===== src/rtl/mask_result_collector.sv =====
// Frame capture RAM and readback port for the convolution-unit output stream (optional corner counter: HARRIS_COUNT_EN).
// Latency: a stream word is written on the edge it is sampled; readback data is registered one cycle after rd_addr.
// Backpressure: none; stream words arriving while a frame is held are dropped and flagged on o_overflow.
module mask_result_collector #(
    parameter int N          = 8,
    parameter int bitSize    = 6,
    parameter int pixelWidth = 8
) (
    input  logic                  i_clk,
    input  logic                  i_rst,
    input  logic                  i_write_out_en,
    input  logic [bitSize:0]      i_stream_addr,
    input  logic [pixelWidth-1:0] i_stream_data,
    input  logic                  i_stream_harris,
    input  logic [bitSize:0]      i_rd_addr,
    output logic [pixelWidth-1:0] o_rd_data,
    output logic                  o_rd_harris,
    output logic                  o_frame_valid,
    input  logic                  i_frame_ack,
    output logic                  o_overflow,
    output logic                  o_addr_err,
    output logic [bitSize+1:0]    o_pix_count
`ifdef HARRIS_COUNT_EN
    ,
    output logic [bitSize+1:0]    o_corner_count
`endif
);

    localparam int AW    = bitSize + 1;
    localparam int CW    = bitSize + 2;
    localparam int DEPTH = N * N;
    localparam int IDX_W = $clog2(DEPTH);

    // Frame size widened by one bit so the bound itself is representable.
    localparam logic [AW:0]   DEPTH_W = (AW+1)'(DEPTH);
    localparam logic [CW-1:0] CNT_ONE = CW'(1);

    typedef enum logic [1:0] {
        S_IDLE    = 2'd0,
        S_CAPTURE = 2'd1,
        S_HOLD    = 2'd2
    } state_t;

    state_t r_state;
    state_t w_state_nxt;

    // Frame storage; never cleared, contents only meaningful while a frame is held.
    logic [pixelWidth-1:0] r_mem  [0:DEPTH-1];
    logic                  r_hmem [0:DEPTH-1];

    logic [pixelWidth-1:0] r_rd_data;
    logic                  r_rd_harris;
    logic                  r_overflow;
    logic                  r_addr_err;
    logic [CW-1:0]         r_pix_count;
    logic [AW-1:0]         r_last_addr;
    logic                  r_last_vld;

    logic                  w_accept;     // word belongs to the frame being captured
    logic                  w_start;      // word is the first of a new frame
    logic                  w_drop;       // word arrived while a frame is held
    logic                  w_frame_valid;
    logic                  w_wr_ok;
    logic                  w_rd_ok;
    logic                  w_wr_en;
    logic                  w_new_pix;
    logic [IDX_W-1:0]      w_wr_idx;
    logic [IDX_W-1:0]      w_rd_idx;

    assign w_wr_ok  = ({1'b0, i_stream_addr} < DEPTH_W);
    assign w_rd_ok  = ({1'b0, i_rd_addr} < DEPTH_W);
    assign w_wr_idx = i_stream_addr[IDX_W-1:0];
    assign w_rd_idx = i_rd_addr[IDX_W-1:0];

    // A reset in the same cycle abandons the word, so it never reaches the RAM.
    assign w_wr_en  = w_accept && w_wr_ok && !i_rst;

    // The source repeats each word for two cycles; only an address change counts as a new pixel.
    assign w_new_pix = w_accept && w_wr_ok &&
                       (w_start || !r_last_vld || (i_stream_addr != r_last_addr));

    // FSM state register.
    always_ff @(posedge i_clk) begin
        if (i_rst) begin
            r_state <= S_IDLE;
        end else begin
            r_state <= w_state_nxt;
        end
    end

    // FSM next-state: ack in HOLD takes priority over the stream and may start a new frame directly.
    always_comb begin
        w_state_nxt = r_state;
        case (r_state)
            S_IDLE: begin
                if (i_write_out_en) begin
                    w_state_nxt = S_CAPTURE;
                end
            end
            S_CAPTURE: begin
                if (!i_write_out_en) begin
                    w_state_nxt = S_HOLD;
                end
            end
            S_HOLD: begin
                if (i_frame_ack) begin
                    w_state_nxt = i_write_out_en ? S_CAPTURE : S_IDLE;
                end
            end
            default: begin
                w_state_nxt = S_IDLE;
            end
        endcase
    end

    // FSM outputs: which stream words are taken, which open a frame, which are dropped.
    always_comb begin
        w_accept      = 1'b0;
        w_start       = 1'b0;
        w_drop        = 1'b0;
        w_frame_valid = 1'b0;
        case (r_state)
            S_IDLE: begin
                w_accept = i_write_out_en;
                w_start  = i_write_out_en;
            end
            S_CAPTURE: begin
                w_accept = i_write_out_en;
            end
            S_HOLD: begin
                w_frame_valid = 1'b1;
                w_accept      = i_write_out_en && i_frame_ack;
                w_start       = i_write_out_en && i_frame_ack;
                w_drop        = i_write_out_en && !i_frame_ack;
            end
            default: begin
                w_accept = 1'b0;
            end
        endcase
    end

    // Frame RAM write port; no reset so it maps onto plain memory.
    always_ff @(posedge i_clk) begin
        if (w_wr_en) begin
            r_mem[w_wr_idx]  <= i_stream_data;
            r_hmem[w_wr_idx] <= i_stream_harris;
        end
    end

    // Registered readback; old data is returned when the same address is written this cycle.
    always_ff @(posedge i_clk) begin
        if (i_rst) begin
            r_rd_data   <= '0;
            r_rd_harris <= 1'b0;
        end else if (w_rd_ok) begin
            r_rd_data   <= r_mem[w_rd_idx];
            r_rd_harris <= r_hmem[w_rd_idx];
        end else begin
            r_rd_data   <= '0;
            r_rd_harris <= 1'b0;
        end
    end

    // Pixel counter and last-address tracker; both restart on the first word of a frame.
    always_ff @(posedge i_clk) begin
        if (i_rst) begin
            r_pix_count <= '0;
            r_last_addr <= '0;
            r_last_vld  <= 1'b0;
        end else if (w_accept) begin
            if (w_start) begin
                r_pix_count <= w_new_pix ? CNT_ONE : '0;
            end else if (w_new_pix) begin
                r_pix_count <= r_pix_count + CNT_ONE;
            end
            if (w_wr_ok) begin
                r_last_addr <= i_stream_addr;
                r_last_vld  <= 1'b1;
            end else if (w_start) begin
                r_last_vld  <= 1'b0;
            end
        end
    end

    // Sticky error flags, cleared only by reset.
    always_ff @(posedge i_clk) begin
        if (i_rst) begin
            r_overflow <= 1'b0;
            r_addr_err <= 1'b0;
        end else begin
            if (w_drop) begin
                r_overflow <= 1'b1;
            end
            if (i_write_out_en && !w_wr_ok) begin
                r_addr_err <= 1'b1;
            end
        end
    end

`ifdef HARRIS_COUNT_EN
    logic [CW-1:0] r_corner_count;

    // Corner counter follows the pixel counter: only newly counted pixels contribute.
    always_ff @(posedge i_clk) begin
        if (i_rst) begin
            r_corner_count <= '0;
        end else if (w_accept) begin
            if (w_start) begin
                r_corner_count <= (w_new_pix && i_stream_harris) ? CNT_ONE : '0;
            end else if (w_new_pix && i_stream_harris) begin
                r_corner_count <= r_corner_count + CNT_ONE;
            end
        end
    end

    assign o_corner_count = r_corner_count;
`endif

    assign o_rd_data     = r_rd_data;
    assign o_rd_harris   = r_rd_harris;
    assign o_frame_valid = w_frame_valid;
    assign o_overflow    = r_overflow;
    assign o_addr_err    = r_addr_err;
    assign o_pix_count   = r_pix_count;

endmodule


===== config.mk =====
export PLATFORM = sky130hd
export DESIGN_NAME = mask_result_collector
export DESIGN_NICKNAME = d
export VERILOG_FILES = /design/src/rtl/mask_result_collector.sv
export SDC_FILE = /design/constraint.sdc
export NUM_CORES = 1
export LEC_CHECK = 0
export BUFFER_PORTS_ARGS = -buffer_cell sky130_fd_sc_hd__buf_2
export CORE_MARGIN = 2
export CORE_UTILIZATION = 59
export DETAILED_ROUTE_END_ITERATION = 8
export HOLD_SLACK_MARGIN = 0.15
export PLACE_DENSITY = 0.76
export RECOVER_POWER = 25
export SLEW_MARGIN = 10
export SYNTH_ARGS = -nofsm -noshare
export SYNTH_HDL_FRONTEND = slang
export SYNTH_SLANG_ARGS = --single-unit

===== constraint.sdc =====
create_clock -name i_clk -period 5.7 [get_ports i_clk]
set_input_delay 0.57 -clock i_clk [delete_from_list [all_inputs] [get_ports i_clk]]
set_output_delay 0.57 -clock i_clk [all_outputs]
set_load 0.05 [all_outputs]

# After elaboration in Yosys (flattened, before gate mapping)
# Memory sizes are Yosys's and may differ from the RTL's. A register that Yosys moved wholly into a read port is not among the register bits.
# Cells that the tools add are included.
[word_totals]
ff_bits = 20
mem_bits_rw = 576
input_bits = 27
output_inout_bits = 20
memories = 2
[memory_table]
columns = ["name", "words", "word_bits", "rd", "rd_clocked_by_memory_dff", "wr", "line_no", "text"]
rows = [
  ["r_mem", 64, 8, 1, 1, 1, "48", "logic [pixelWidth-1:0] r_mem [0:DEPTH-1];"],
  ["r_hmem", 64, 1, 1, 1, 1, "49", "logic r_hmem [0:DEPTH-1];"],
]
[op_classes]
add_sub_neg = 1
n_lt_le_gt_ge = 2
eq_ne = 6
muxes = 16
n_bitwise = 1
n_reduce_logical = 21
[ops]
columns = ["operator", "n"]
rows = [
  ["$mux 8", 2],
  ["$lt 7x7->1 const B", 2],
  ["$add 8x1->8 const B", 1],
  ["$mux 1", 8],
  ["$ne 7x7->1", 1],
  ["$logic_and 1x1->1", 6],
  ["$mux 2", 3],
  ["$ne 2x2->1 const B", 3],
  ["$pmux 2 s3", 1],
  ["$reduce_and 2->1", 3],
  ["$logic_not 1->1", 4],
  ["$pmux 1 s2", 2],
  ["$reduce_bool 2->1", 2],
  ["$reduce_or 2->1", 2],
  ["$reduce_and 3->1", 1],
  ["$eq 2x1->1 const B", 1],
  ["$eq 2x2->1 const B", 1],
  ["$logic_not 2->1", 1],
  ["$logic_or 1x1->1", 2],
  ["$not 1->1", 1],
]

# Logic depth before layout (Yosys ltp)
[logic_depth]
ltp_word = 7
ltp_mapped = 9

# Worst setup path after synthesis
# OpenSTA, ideal clock, no wires.
[synth_path]
kind = "in2reg"
start = "input port i_frame_ack"
end = "memory r_hmem[31], enable pin"
setup_ns = 0.374
t_arrival_ns = 2.035
required_ns = 5.326
path_slack_ns = 3.291
path_stages = 5
n_path_buf = 1
path_cell_list = "nand2b_1 > a211oi_2 > buf_2 > nand4_1 > nor2_1"
[synth_between]
elab_chain_len = 6
[synth_rtl]
columns = ["item", "line_no", "text"]
rows = [
  ["start: declaration", "19", "input logic i_frame_ack,"],
  ["$logic_and 1x1->1", "132", "w_accept = i_write_out_en && i_frame_ack;"],
  ["$pmux 1 s2", "122", "case (r_state)"],
  ["$logic_and 1x1->1 (2 in series)", "76", "assign w_wr_en = w_accept && w_wr_ok && !i_rst;"],
  ["$mux 1", "144", "if (w_wr_en) begin"],
  ["$mux 1 (not written as such)", "146", "r_hmem[w_wr_idx] <= i_stream_harris;"],
  ["end: declaration", "49", ""],
]
# No other way between the ends.

# Worst setup path in the final report
[layout_path]
start = "register r_state[0]"
end = "memory r_mem[42][5], enable pin"
[layout_between]
elab_chain_len = 7
word_cells_on_any_way = 9
cone_classes = "eq/ne: 2; mux: 3; reduce/logical: 4"
[layout_rtl]
columns = ["item", "line_no", "text"]
rows = [
  ["start: declaration", "44", "state_t r_state;"],
  ["start signal: assignment", "87", "r_state <= w_state_nxt;"],
  ["$eq 2x1->1 / $logic_not 2->1 (equally long branches)", "122", ""],
  ["$reduce_or 2->1 (no source line)", "n/a", ""],
  ["$pmux 1 s2 (*)", "122", ""],
  ["$logic_and 1x1->1 (*) (2 in series)", "76", ""],
  ["$mux 1 (*)", "144", ""],
  ["$mux 1 (not written as such) (*)", "145", "r_mem[w_wr_idx] <= i_stream_data;"],
  ["end: declaration", "48", ""],
]
# Mark *: on every way between the ends. The rest lies on a longest branch, timed or not.

==> impl_results.rst <==
.. list-table::
   :header-rows: 1

   * - Metric
     - Value
   * - Chip Width
     - ~200 um
   * - CTS-repair resized insts
     - 0
   * - Via density per instance
     - 6.672
   * - Clk sinks
     - just over 600
   * - Largest net degree at the start of global routing
     - around 70
   * - Max-Slew Margin vs Limit
     - -114.2%
   * - 1st-iter DRT viols
     - between 1.5k and 2k
   * - Buffer depth of the longest clock path
     - 3
   * - Via count of the first global-routing pass
     - about 12k
   * - Synth-to-layout area growth
     - 10.25%
   * - Mapped Nets
     - 1185
   * - Final period util
     - a little under three fifths
   * - Global-route wire length before repair
     - 79.06 mm
   * - Number of H-tree levels
     - 2
   * - DP HPWL
     - between 30 and 40 mm
   * - EDFF count, synth
     - 576
   * - Endpoint kind of the worst setup timing path
     - flip-flop
   * - Min-delay worst type
     - primary input to flip-flop
   * - Residual DRC count
     - 0
   * - CTS hold repair buffers
     - 0
   * - Number of standard cells after synthesis
     - around 1.2k
   * - Share of layout cells above drive strength 1
     - between 20% and 30%
   * - Fin crit period
     - ~3.2 ns
   * - Core Area
     - approximately 0.04 mm2
   * - Clock-pin slew on the worst setup and hold paths
     - roughly 0.06 ns
   * - Cell at the root of the clock tree
     - sky130_fd_sc_hd__clkbuf_16
   * - Top post-synthesis cells by count
     - sky130_fd_sc_hd__edfxtp_1, sky130_fd_sc_hd__mux4_2, sky130_fd_sc_hd__nor2_1
   * - Clock tree skew after final layout
     - 0.02720 ns
   * - Site row count
     - between 70 and 80
   * - Overall die height
     - 204.1 um
   * - Required time of the worst setup path
     - roughly 5.9 ns
   * - Combined flip-flop and latch cell area
     - roughly 0.018 mm2
   * - Total grt overflow
     - 0
   * - Dominant synthesized flop cell
     - sky130_fd_sc_hd__edfxtp_1
   * - Antenna cell count
     - 0
   * - Reported leakage power
     - 8.135 nW
   * - Power density over the cells
     - approximately 350 mW/mm2
   * - Final-layout fill cell count
     - approximately 2.6k
   * - Cell type with the largest total area after synthesis
     - sky130_fd_sc_hd__edfxtp_1
   * - Average cell area after synthesis
     - 20.42 um2
   * - Initial Util
     - 59.61%
   * - Clock tree from TritonCTS
     - built
   * - Cell with the most instances after synthesis
     - sky130_fd_sc_hd__edfxtp_1
   * - Post-Synthesis Cell Area
     - 0.02363 mm2
   * - Synth Register Bits
     - roughly 610
   * - Peak per-stage delay on the critical path
     - around 0.92 ns
   * - Weighted congestion at the end of routability-driven global placement
     - 0.8392
   * - Actual slew at the worst max-slew pin
     - 3.213 ns
   * - I/O Buffers
     - between 40 and 50
   * - IR drop worst, VDD
     - approximately 250 uV
   * - Area enclosed by the die boundary
     - 0.04167 mm2
   * - Latest clock arrival within the worst-skew pair
     - between 0.6 and 0.7 ns
   * - Aggregate negative setup slack
     - 0 ns
   * - Post-synth cell types
     - 52
   * - Final setup fails
     - 0
   * - GR Util All Layers
     - about a quarter
   * - Top achievable clock speed
     - roughly 0.31 GHz
   * - Crit-path max FO
     - 16
   * - Path type of the worst setup path
     - flip-flop to flip-flop
   * - Multi-input gate area
     - 0.005284 mm2
   * - Syn. warnings
     - 0
   * - Final-stage net count
     - roughly 1.2k
   * - Number of CTS-inserted buffers
     - 56
   * - Async set or reset register ratio after synthesis
     - 0%
   * - Setup repair after global routing missed its margin
     - no
   * - Slowest CP cell
     - sky130_fd_sc_hd__nor2_1
   * - Final number of max-transition violations
     - roughly 290
   * - First drt pass iteration count
     - 6
   * - ANT nets after route
     - 0
   * - Postcts setup bufs
     - 0
   * - Average wire per cell in the routed design
     - between 20 and 30 um
   * - Area share of the largest cell type after synthesis
     - roughly 73%
   * - Number of max-cap violations
     - 5
   * - Element type at the critical path start
     - flip-flop
   * - Final Routed Wirelength
     - roughly 53 mm
   * - Run status
     - finished, violations left
   * - Ordered list of cells on the worst path
     - nand2b_1, a211oi_2, buf_4, nor2b_1, nand3_1, nor2_1
   * - Worst Hold Margin
     - 0.2793 ns
   * - Count of endpoints failing hold in the final timing report
     - 0
   * - Total number of vias
     - between 10k and 15k
   * - Violations in the final reports
     - capacitance limit, slew limit
   * - Number of antenna violations at the first check in global routing
     - 0
   * - Sequential-to-total area share from yosys stat
     - 75.65%
   * - Biggest area contributors in the synthesized netlist
     - sky130_fd_sc_hd__edfxtp_1, sky130_fd_sc_hd__mux4_2, sky130_fd_sc_hd__dfxtp_1, sky130_fd_sc_hd__nor2_1, sky130_fd_sc_hd__mux4_1
   * - WP data arrival
     - 3.45 ns
   * - Number of placed I/O pins
     - 47
routing by layer:
layer / vias up / part of all wire (%) / global-route usage [%]
met3: 96 / 8.8 / 4.448
met5: - / 0 / 0
met1: 6207 / 39 / 37.70
met2: 706 / 49 / 41.80
li1: 4893 / - / -
met4: 0 / 3.0 / 9.291
flip-flops by register name, indices dropped and copies added (netlist names):
signal,flops
r_mem,512
r_hmem,64
o_pix_count,8
o_rd_data,8
r_last_addr,7
r_state,2
o_addr_err,1
o_overflow,1
o_rd_harris,1
r_last_vld,1
worst paths after layout:
kind / from / end / slack (ns) / depth (start not counted)
hold / removal: i_write_out_en / o_addr_err$_SDFFE_PP0P_ / 0.28 / 3
hold reg to reg: o_overflow$_SDFFE_PP0P_ / o_overflow$_SDFFE_PP0P_ / 0.48 / 2
setup reg to reg: r_state[0]$_SDFFE_PP0P_ / r_mem[42][5]$_DFFE_PP_ / 2.46 / 6
setup / recovery: r_state[0]$_SDFFE_PP0P_ / r_mem[42][5]$_DFFE_PP_ / 2.46 / 6
report_power, final:
group          internal, mW  switching [mW]  total [mW]
Clock                  2.11            1.58        3.69
Combinational         0.153           0.292       0.445
Sequential             4.89          0.0113        4.90
Total                  7.15            1.89        9.03
cell families (layout without fill, tap and decap cells):
logic type | Yosys count | in the layout | synth area share (%)
adders and majority gates | 1 | 1 | 0.05294
buffers and inverters | 70 | 172 | 1.991
AOI/OAI and AO/OA | 100 | 100 | 2.864
muxes | 173 | 173 | 15.24
DFF | 605 | 605 | 75.65
xor gates and xnor gates | 10 | 10 | 0.3707
and+or+nand+nor | 198 | 198 | 3.833
metrics by stage:
stage               total power [mW]  cells  worst slack [ns]  instance area (um2)  utilization (%)
CTS                            9.068   1784             2.488                26060            65.74
detailed placement             5.433   1681             2.308                24260            61.21
finish                         9.035   1784             2.462                26050            65.72
global placement               5.421   1679             2.409                24220            61.10
global route                   9.247   1784             2.296                26050            65.72
floorplan                      5.259   1157             3.291                23630                -
cell usage in the layout (no fill, tap or decap), types with 17 or more instances in the layout:
cell,n
sky130_fd_sc_hd__edfxtp_1,576
sky130_fd_sc_hd__nor2_1,95
sky130_fd_sc_hd__dfxtp_1,29
sky130_fd_sc_hd__mux2i_1,26
sky130_fd_sc_hd__buf_2,36
sky130_fd_sc_hd__nand2_1,33
sky130_fd_sc_hd__clkbuf_16,57
sky130_fd_sc_hd__o21ai_0,23
sky130_fd_sc_hd__nand3_1,17
sky130_fd_sc_hd__clkbuf_1,22
sky130_fd_sc_hd__mux4_2,135
critical path: cells and delay by family (launching register included):
| family | cells | cell delay, ns |
|---|---|---|
| AO/OA/AOI/OAI | 1 | 0.22 |
| buffers and inverters | 1 | 0.26 |
| flip-flops | 1 | 0.34 |
| AND/OR/NAND/NOR | 4 | 2.03 |
final cells by class:
type | count | area share (%)
multi-input combinational | 482 | 20.28
timing repair buffer | 62 | 1.570
sequential | 605 | 68.62
tap | 525 | 2.521
inverter | 7 | 0.1009
clock buffer | 72 | 5.691
clock inverter | 31 | 1.215
Power figures use the tool's default switching activity.
